===== src/rtl/umi_putc_pkg.sv =====
// Opcode constants and the default character-sink address shared by the
// UMI putc sink and its testbench.
package umi_putc_pkg;

  typedef enum logic [4:0] {
    REQ_READ     = 5'h01,
    REQ_WRITE    = 5'h03,
    REQ_WRPOSTED = 5'h05
  } umi_opcode_e;

  localparam logic [63:0] PUTC_ADDR_DEFAULT = 64'h1000000;

endpackage


===== src/rtl/umi_putc_fifo.sv =====
// Synchronous FIFO with registered occupancy.
// No fall-through: data becomes visible the cycle after the push.
module umi_putc_fifo #(
  parameter int WIDTH = 8,
  parameter int DEPTH = 16,
  localparam int AW = $clog2(DEPTH),
  localparam int LW = AW + 1
) (
  input  logic          clk,
  input  logic          reset,
  input  logic          push,
  input  logic [WIDTH-1:0] wdata,
  input  logic          pop,
  output logic [WIDTH-1:0] rdata,
  output logic          full,
  output logic          empty,
  output logic [LW-1:0] level
);

  logic [WIDTH-1:0] mem_q [DEPTH];
  logic [AW-1:0]    wrPtr_q, wrPtr_d;
  logic [AW-1:0]    rdPtr_q, rdPtr_d;
  logic [LW-1:0]    level_q, level_d;
  logic             doPush, doPop;

  assign full   = (level_q == LW'(DEPTH));
  assign empty  = (level_q == '0);
  assign level  = level_q;
  assign rdata  = mem_q[rdPtr_q];
  assign doPush = push && !full;
  assign doPop  = pop && !empty;

  // Power-of-two depth lets the pointers wrap by natural overflow.
  always_comb begin
    wrPtr_d = wrPtr_q;
    rdPtr_d = rdPtr_q;
    if (doPush) wrPtr_d = wrPtr_q + AW'(1);
    if (doPop)  rdPtr_d = rdPtr_q + AW'(1);
    level_d = level_q + LW'(doPush) - LW'(doPop);
  end

  always_ff @(posedge clk) begin
    if (reset) begin
      wrPtr_q <= '0;
      rdPtr_q <= '0;
      level_q <= '0;
    end else begin
      wrPtr_q <= wrPtr_d;
      rdPtr_q <= rdPtr_d;
      level_q <= level_d;
    end
  end

  always_ff @(posedge clk) begin
    if (doPush) mem_q[wrPtr_q] <= wdata;
  end

endmodule


===== src/rtl/umi_putc_sink.sv =====
// UMI device endpoint that turns posted writes to one address into a
// byte stream; every other accepted request is dropped and counted.
module umi_putc_sink
  import umi_putc_pkg::*;
#(
  parameter int CMD_WIDTH  = 32,
  parameter int ADDR_WIDTH = 64,
  parameter int DATA_WIDTH = 128,
  parameter int DEPTH      = 16,
  parameter logic [ADDR_WIDTH-1:0] PUTC_ADDR = ADDR_WIDTH'(PUTC_ADDR_DEFAULT)
) (
  input  logic                  clk,
  input  logic                  reset,
  input  logic                  udev_req_valid,
  input  logic [CMD_WIDTH-1:0]  udev_req_cmd,
  input  logic [ADDR_WIDTH-1:0] udev_req_dstaddr,
  input  logic [ADDR_WIDTH-1:0] udev_req_srcaddr,
  input  logic [DATA_WIDTH-1:0] udev_req_data,
  output logic                  udev_req_ready,
  output logic                  char_valid,
  output logic [7:0]            char_data,
  input  logic                  char_ready,
  output logic [$clog2(DEPTH):0] fifo_level,
  output logic [15:0]           drop_count
);

  logic        outOfReset_q;
  logic [15:0] dropCount_q, dropCount_d;
  logic        full, empty;
  logic        accept, isPutc, push, drop;
  logic        unusedInputs;

  assign unusedInputs = ^{udev_req_srcaddr, udev_req_data[DATA_WIDTH-1:8],
                          udev_req_cmd[CMD_WIDTH-1:5]};

  // Ready comes only from registers, so it holds low through the reset
  // cycle and rises once the first non-reset edge has been seen.
  assign udev_req_ready = outOfReset_q && !full;
  assign accept = udev_req_valid && udev_req_ready;
  assign isPutc = (udev_req_cmd[4:0] == 5'(REQ_WRPOSTED)) &&
                  (udev_req_dstaddr == PUTC_ADDR);
  assign push   = accept && isPutc;
  assign drop   = accept && !isPutc;
  assign char_valid = !empty;
  assign drop_count = dropCount_q;

  always_comb begin
    dropCount_d = dropCount_q;
    if (drop && (dropCount_q != 16'hFFFF)) dropCount_d = dropCount_q + 16'd1;
  end

  always_ff @(posedge clk) begin
    if (reset) begin
      outOfReset_q <= 1'b0;
      dropCount_q  <= '0;
    end else begin
      outOfReset_q <= 1'b1;
      dropCount_q  <= dropCount_d;
    end
  end

  umi_putc_fifo #(
    .WIDTH (8),
    .DEPTH (DEPTH)
  ) u_fifo (
    .clk   (clk),
    .reset (reset),
    .push  (push),
    .wdata (udev_req_data[7:0]),
    .pop   (char_ready),
    .rdata (char_data),
    .full  (full),
    .empty (empty),
    .level (fifo_level)
  );

endmodule


===== config.mk =====
export PLATFORM = sky130hd
export DESIGN_NAME = umi_putc_sink
export DESIGN_NICKNAME = d
export VERILOG_FILES = /design/src/rtl/umi_putc_pkg.sv /design/src/rtl/umi_putc_fifo.sv /design/src/rtl/umi_putc_sink.sv
export SDC_FILE = /design/constraint.sdc
export NUM_CORES = 1
export LEC_CHECK = 0
export CORE_UTILIZATION = 45
export CTS_CLUSTER_DIAMETER = 150
export DETAILED_ROUTE_END_ITERATION = 6
export PLACE_DENSITY_LB_ADDON = 0.15
export SETUP_SLACK_MARGIN = 0.5
export SYNTH_ARGS = -nofsm -noshare
export SYNTH_HDL_FRONTEND = slang
export SYNTH_SLANG_ARGS = --single-unit

===== constraint.sdc =====
create_clock -name clk -period 5.2 [get_ports clk]
set_input_delay 1.56 -clock clk [delete_from_list [all_inputs] [get_ports clk]]
set_output_delay 1.56 -clock clk [all_outputs]
set_load 0.005 [all_outputs]

# Word-level counts from Yosys, hierarchy flattened
# Memory sizes are Yosys's and may differ from the RTL's. A register that Yosys moved wholly into a read port is not among the register bits.
# Index checks and enable logic that the tools add are counted.
[totals]
mem_bits_ro = 0
wordCells = 32
regBits = 30
latchBits = 0
n_memories = 1
ram_bits = 128
[memory_table]
columns = ["name", "depth", "width", "rd", "rd_ports_with_merged_regs", "wr", "line", "source"]
rows = [
  ["u_fifo.mem_q", 16, 8, 1, 1, 1, "umi_putc_fifo.sv:20", "logic [WIDTH-1:0] mem_q [DEPTH];"],
]
[op_classes]
eq_ne = 4
reduce_logical = 12
muxes = 5
div_mod_pow = 0
shift = 0
n_lt_le_gt_ge = 0
bitwise = 0
n_addsub = 5
mul = 0
[ops]
columns = ["op", "n"]
rows = [
  ["64-bit by 25-bit == test with 1-bit output, second input constant", 1],
  ["16-bit by 1-bit adder with 16-bit output, second input constant", 1],
  ["16-bit inequality test, second input constant", 1],
  ["4-bit by 1-bit adder with 4-bit output, second input constant", 2],
  ["1-bit logical AND", 8],
  ["4-bit two-way mux", 2],
  ["5-bit by 1-bit adder with 5-bit output", 1],
  ["5-bit by 3-bit == test with 1-bit output, second input constant", 1],
  ["5-bit == test, second input constant", 1],
  ["5-bit logical NOT", 1],
  ["5-bit by 1-bit subtractor with 5-bit output", 1],
  ["1-bit logical NOT", 3],
  ["1-bit two-way mux", 3],
]

# Depth between registers and ports, before layout
# Gate-level depths: netlist (run 1).
[logic_depth]
depth_word = 8
mapped_depth = 14

# Modules after synthesis
# A second synthesis (run 1) with hierarchy kept.
[hier_totals]
cells_unflattened = 438
hier_area_um2 = 6860.3
[by_module_without_submodules]
columns = ["mod", "cells_per_inst", "n_inst", "area_each_um2"]
rows = [
  ["umi_putc_fifo", 306, 1, 5799.3],
  ["umi_putc_sink", 132, 1, 1061.0],
]

# Worst setup path after synthesis (run 1)
# OpenSTA, ideal clock, no wires.
[synth_path]
path_kind = "input to register"
start = "input port udev_req_cmd[2]"
end = "register u_fifo.level_q[4] (netlist: u_fifo.level[4])"
cell_stages = 12
required_time_ps = 5130
arrival_ps = 3557
setup_time_ps = 70
slack_ps = 1572
n_path_buf = 2
cell_sequence = "nor4bb_1 nand4_1 nor4_4 and3_1 buf_6 buf_6 ha_1 fa_1 a21oi_1 nor2_1 or3_1 a21oi_1"
[synth_via]
elab_chain_cells = 6
[synth_lines]
columns = ["element", "line", "source"]
rows = [
  ["start: declaration", "umi_putc_sink.sv:15", "input logic [CMD_WIDTH-1:0] udev_req_cmd,"],
  ["5-bit by 3-bit == test with 1-bit output", "umi_putc_sink.sv:40", "assign isPutc = (udev_req_cmd[4:0] == 5'(REQ_WRPOSTED)) &&"],
  ["1-bit logical AND", "umi_putc_sink.sv:40", ""],
  ["1-bit logical AND", "umi_putc_sink.sv:42", "assign push = accept && isPutc;"],
  ["1-bit logical AND", "umi_putc_fifo.sv:30", "assign doPush = push && !full;"],
  ["via u_fifo.doPush", "umi_putc_fifo.sv:24", "logic doPush, doPop;"],
  ["5-bit by 1-bit adder with 5-bit output", "umi_putc_fifo.sv:39", "level_d = level_q + LW'(doPush) - LW'(doPop);"],
  ["5-bit by 1-bit subtractor with 5-bit output", "umi_putc_fifo.sv:39", ""],
  ["end signal: assignment", "umi_putc_fifo.sv:50", "level_q <= level_d;"],
  ["end: declaration", "umi_putc_fifo.sv:23", "logic [LW-1:0] level_q, level_d;"],
]
# The timed path passes the listed nets, and every way through them passes these cells.
# A chain may end at the register's enable or synchronous reset.

==> summary.txt, run 1 <==
STA
  • Final min period: 4.50 ns
  • RSZ-0062 raised after global routing: no
  • # setup viols final: 0
  • Max Slew Vio Count: 0
  • FMAX: 222 MHz
  • Worst slew pin tran: 0.722 ns
  • Sum Neg Setup Slack: 0 ns
  • Hold Slack: 0.510 ns
  • Setup Skew: 0.0103 ns
  • Final period util: 86.5%
  • Relative slew slack: 51.8%
  • Final hold violation count: 0

Placement
  • RePlAce Congestion: 0.799
  • IO Port Bufs: 111
  • HPWL Detailed: 11300 um

Global routing
  • Pin count of the biggest net entering global routing: 36
  • Initial antenna violation count: 0
  • Global-route wire length before repair: 25100 um
  • Total gr overflow: 0
  • Total track usage: 21.7%
  • Vias in the first global route: 4443

Synth
  • Cell area after synthesis: 0.00692 sq mm
  • Dominant cells by area after synthesis: edfxtp_1 56%, mux4_2 13%, dfxtp_1 9.8%
  • Yosys top cell by area: edfxtp_1
  • Syn Nets: 736
  • Yosys warnings: 0
  • Mean Syn Cell Area: 16.1 sq um
  • Synth top area share: 55.5%
  • Post-synth top cells: 128 x edfxtp_1, 40 x mux4_2, 34 x dfxtp_1
  • #FFs+latches synth: 162
  • Top-count cell post-synth: edfxtp_1
  • Ys async rst share: 0%
  • Unique masters post-synth: 50
  • Post-synth EDFFs: 128
  • Register area share after synthesis: 65.4%
  • Cells after Synth: 431
  • Ys flop type: edfxtp_1

Clock network
  • H-tree Lvls: 4
  • Worst-path clk slew: 0.07 ns
  • Clk buf depth: 2
  • Post-CTS Resized: 0
  • Worst-Skew Late Latency: 0.43 ns
  • Post-CTS Hold Buffers: 0
  • Clk sinks: 162
  • TritonCTS buffer count: 17
  • Root Driver: clkbuf_16
  • Postcts setup bufs: 0
  • CTS tree: done

Detailed routing
  • Wire per inst: 21.3 um
  • DRT antenna net count: 0
  • DRC Markers: 0
  • Iter 0 DRT Violations: 465
  • Vias/cell: 5.78
  • Final wirelength: 16400 um
  • Router iterations before antenna repair: 5
  • Vias: 4446

Power and ir drop
  • Peak VDD IR: 250 uV
  • Switching share of power: 26.6%
  • Int Pwr: 2.50 mW
  • Psw: 0.904 mW
  • Clk network pwr share: 35.1%
  • Comb pwr share: 21.1%
  • Register share of total power: 43.8%
  • Leakage Power: 3.05 nW
  • Power density cells: 380 mW/mm^2

Critical path
  • Worst-path fanout max: 14
  • Max stage delay on crit path: 0.71 ns
  • CP Class: reg -> out
  • Slowest-stage cell, CP: dfxtp_2
  • CP Capture Type: primary output
  • Most common cell on crit path: mux4_2
  • CP startpoint kind: flop
  • R2R cell count: 11
  • WP data arrival: 2.94 ns
  • Worst Path Required: 3.64 ns
  • Cells along the critical path: buf_4, mux4_2, mux4_2, clkdlybuf4s50_1

Floorplan
  • Die Area: 0.0159 sq mm
  • Core Rows: 44
  • Initial core utilization: 46.9%
  • Chip Width: 126 um
  • Ports: 323
  • Die Y: 126 um
  • Core Region: 0.0148 sq mm

Layout
  • Final net count: 877
  • N_diodes: 0
  • Core Util, Final: 60.8%
  • Area grow syn2layout: 29.6%
  • Layout cell share with drive strength beyond 1: 19.3%

Min path
  • Hold path depth: 2
  • Hold WC Path Type: reg -> reg

Flow run
  • Max Cap Violations: 0

Outcome
  • Outcome: complete, no violations
## routing by layer
layer / vias up / global-route usage [%] / part of all wire (%)
met5: - / 0 / 0
met1: 2191 / 31.2 / 46
li1: 2019 / - / -
met3: 16 / 6.03 / 7.8
met2: 220 / 32.5 / 45
met4: 0 / 6.02 / 1.1
## area by class of cell
| cell class | instances | area, sq um |
|---|---|---|
| Inverter | 17 | 63.8 |
| Multi-Input combinational cell | 232 | 2230 |
| Sequential cell | 162 | 4530 |
| Timing Repair Buffer | 142 | 1360 |
| Fill cell | 1102 | 5780 |
| Clock buffer | 17 | 425 |
| Tap cell | 184 | 230 |
| Clock inverter | 15 | 138 |
## kinds of logic after synthesis
| logic type | count (synthesis) | synth area share (%) |
|---|---|---|
| muxes | 43 | 13.5 |
| DFF | 162 | 65.4 |
| AOI/OAI and AO/OA | 36 | 3.94 |
| adders and majority gates | 13 | 2.46 |
| xor gates and xnor gates | 8 | 1.01 |
| buffers and inverters | 37 | 2.37 |
| and+or+nand+nor | 132 | 11.3 |
## flip-flops by register name (all words and copies together) (netlist names), named ones only
name	cells
outOfReset_q	1
u_fifo.mem_q	128
u_fifo.level	5
u_fifo.rdPtr_q	4
u_fifo.wrPtr_q	4
drop_count	16
## cell usage in the layout, fill, tap and decap left out, drive strengths merged, types with 3 or more instances in the layout
master           n
edfxtp         128
clkdlybuf4s50  111
mux4            40
dfxtp           34
buf             31
nor2            28
inv             28
and3            21
nor4            20
clkbuf          17
nand4           14
ha              12
nand3            9
a21oi            9
nand2            8
nor2b            6
a31o             6
o21ai            5
and2             4
nor3             4
nor4b            4
xnor2            4
or3              4
a311oi           4
xor2             4
clkinv           4
o211ai           3
or4              3
## stage by stage
step / cell area, sq um / instances / power (mW) / worst slack [ns]
after CTS: 8970 / 769 / 3.43 / 0.647
final: 8970 / 769 / 3.41 / 0.703
after floorplan: 6920 / 431 / 1.95 / 1.57
after global routing: 8970 / 769 / 3.55 / 0.559
after global placement: 8410 / 737 / 2.23 / 0.562
after detailed placement: 8410 / 737 / 2.24 / 0.495
## worst max-delay path: cells and delay by family (launching register included)
kind,cells,cell delay [ns]
multiplexers,2,1.04
buffers and inverters,2,0.76
flip-flops,1,0.71
## path summary, 6_finish.rpt
path / from / end / slack, ns
worst max-delay path: flop / char_data[4] / 0.70
worst min-delay path: drop_count[8] / drop_count[8] / 0.51
worst max register to register: u_fifo.level[2] / u_fifo.level[4] / 2.37
worst min register to register: drop_count[8] / drop_count[8] / 0.51
## power by group through the flow
stage / clock network [mW] / registers, mW / logic (mW)
finish: 1.20 / 1.49 / 0.718
global route: 1.27 / 1.50 / 0.784
CTS: 1.21 / 1.49 / 0.729
detailed placement: 0 / 1.52 / 0.723
global placement: 0 / 1.52 / 0.713
floorplan: 0 / 1.48 / 0.469
(Power assumes the default switching activity.)
==> run 2, diff against run 1 <==
- ABC_CLOCK_PERIOD_IN_PS: unset -> 5200
==> results of run 2 <==
No change in the layout: final DEF, timing and power equal those of run 1.
==> run 3, diff against run 2 <==
- CAP_MARGIN: unset -> 20
- SLEW_MARGIN: unset -> 40
==> results of run 3 <==
No change in the layout: final DEF, timing and power equal those of run 1.
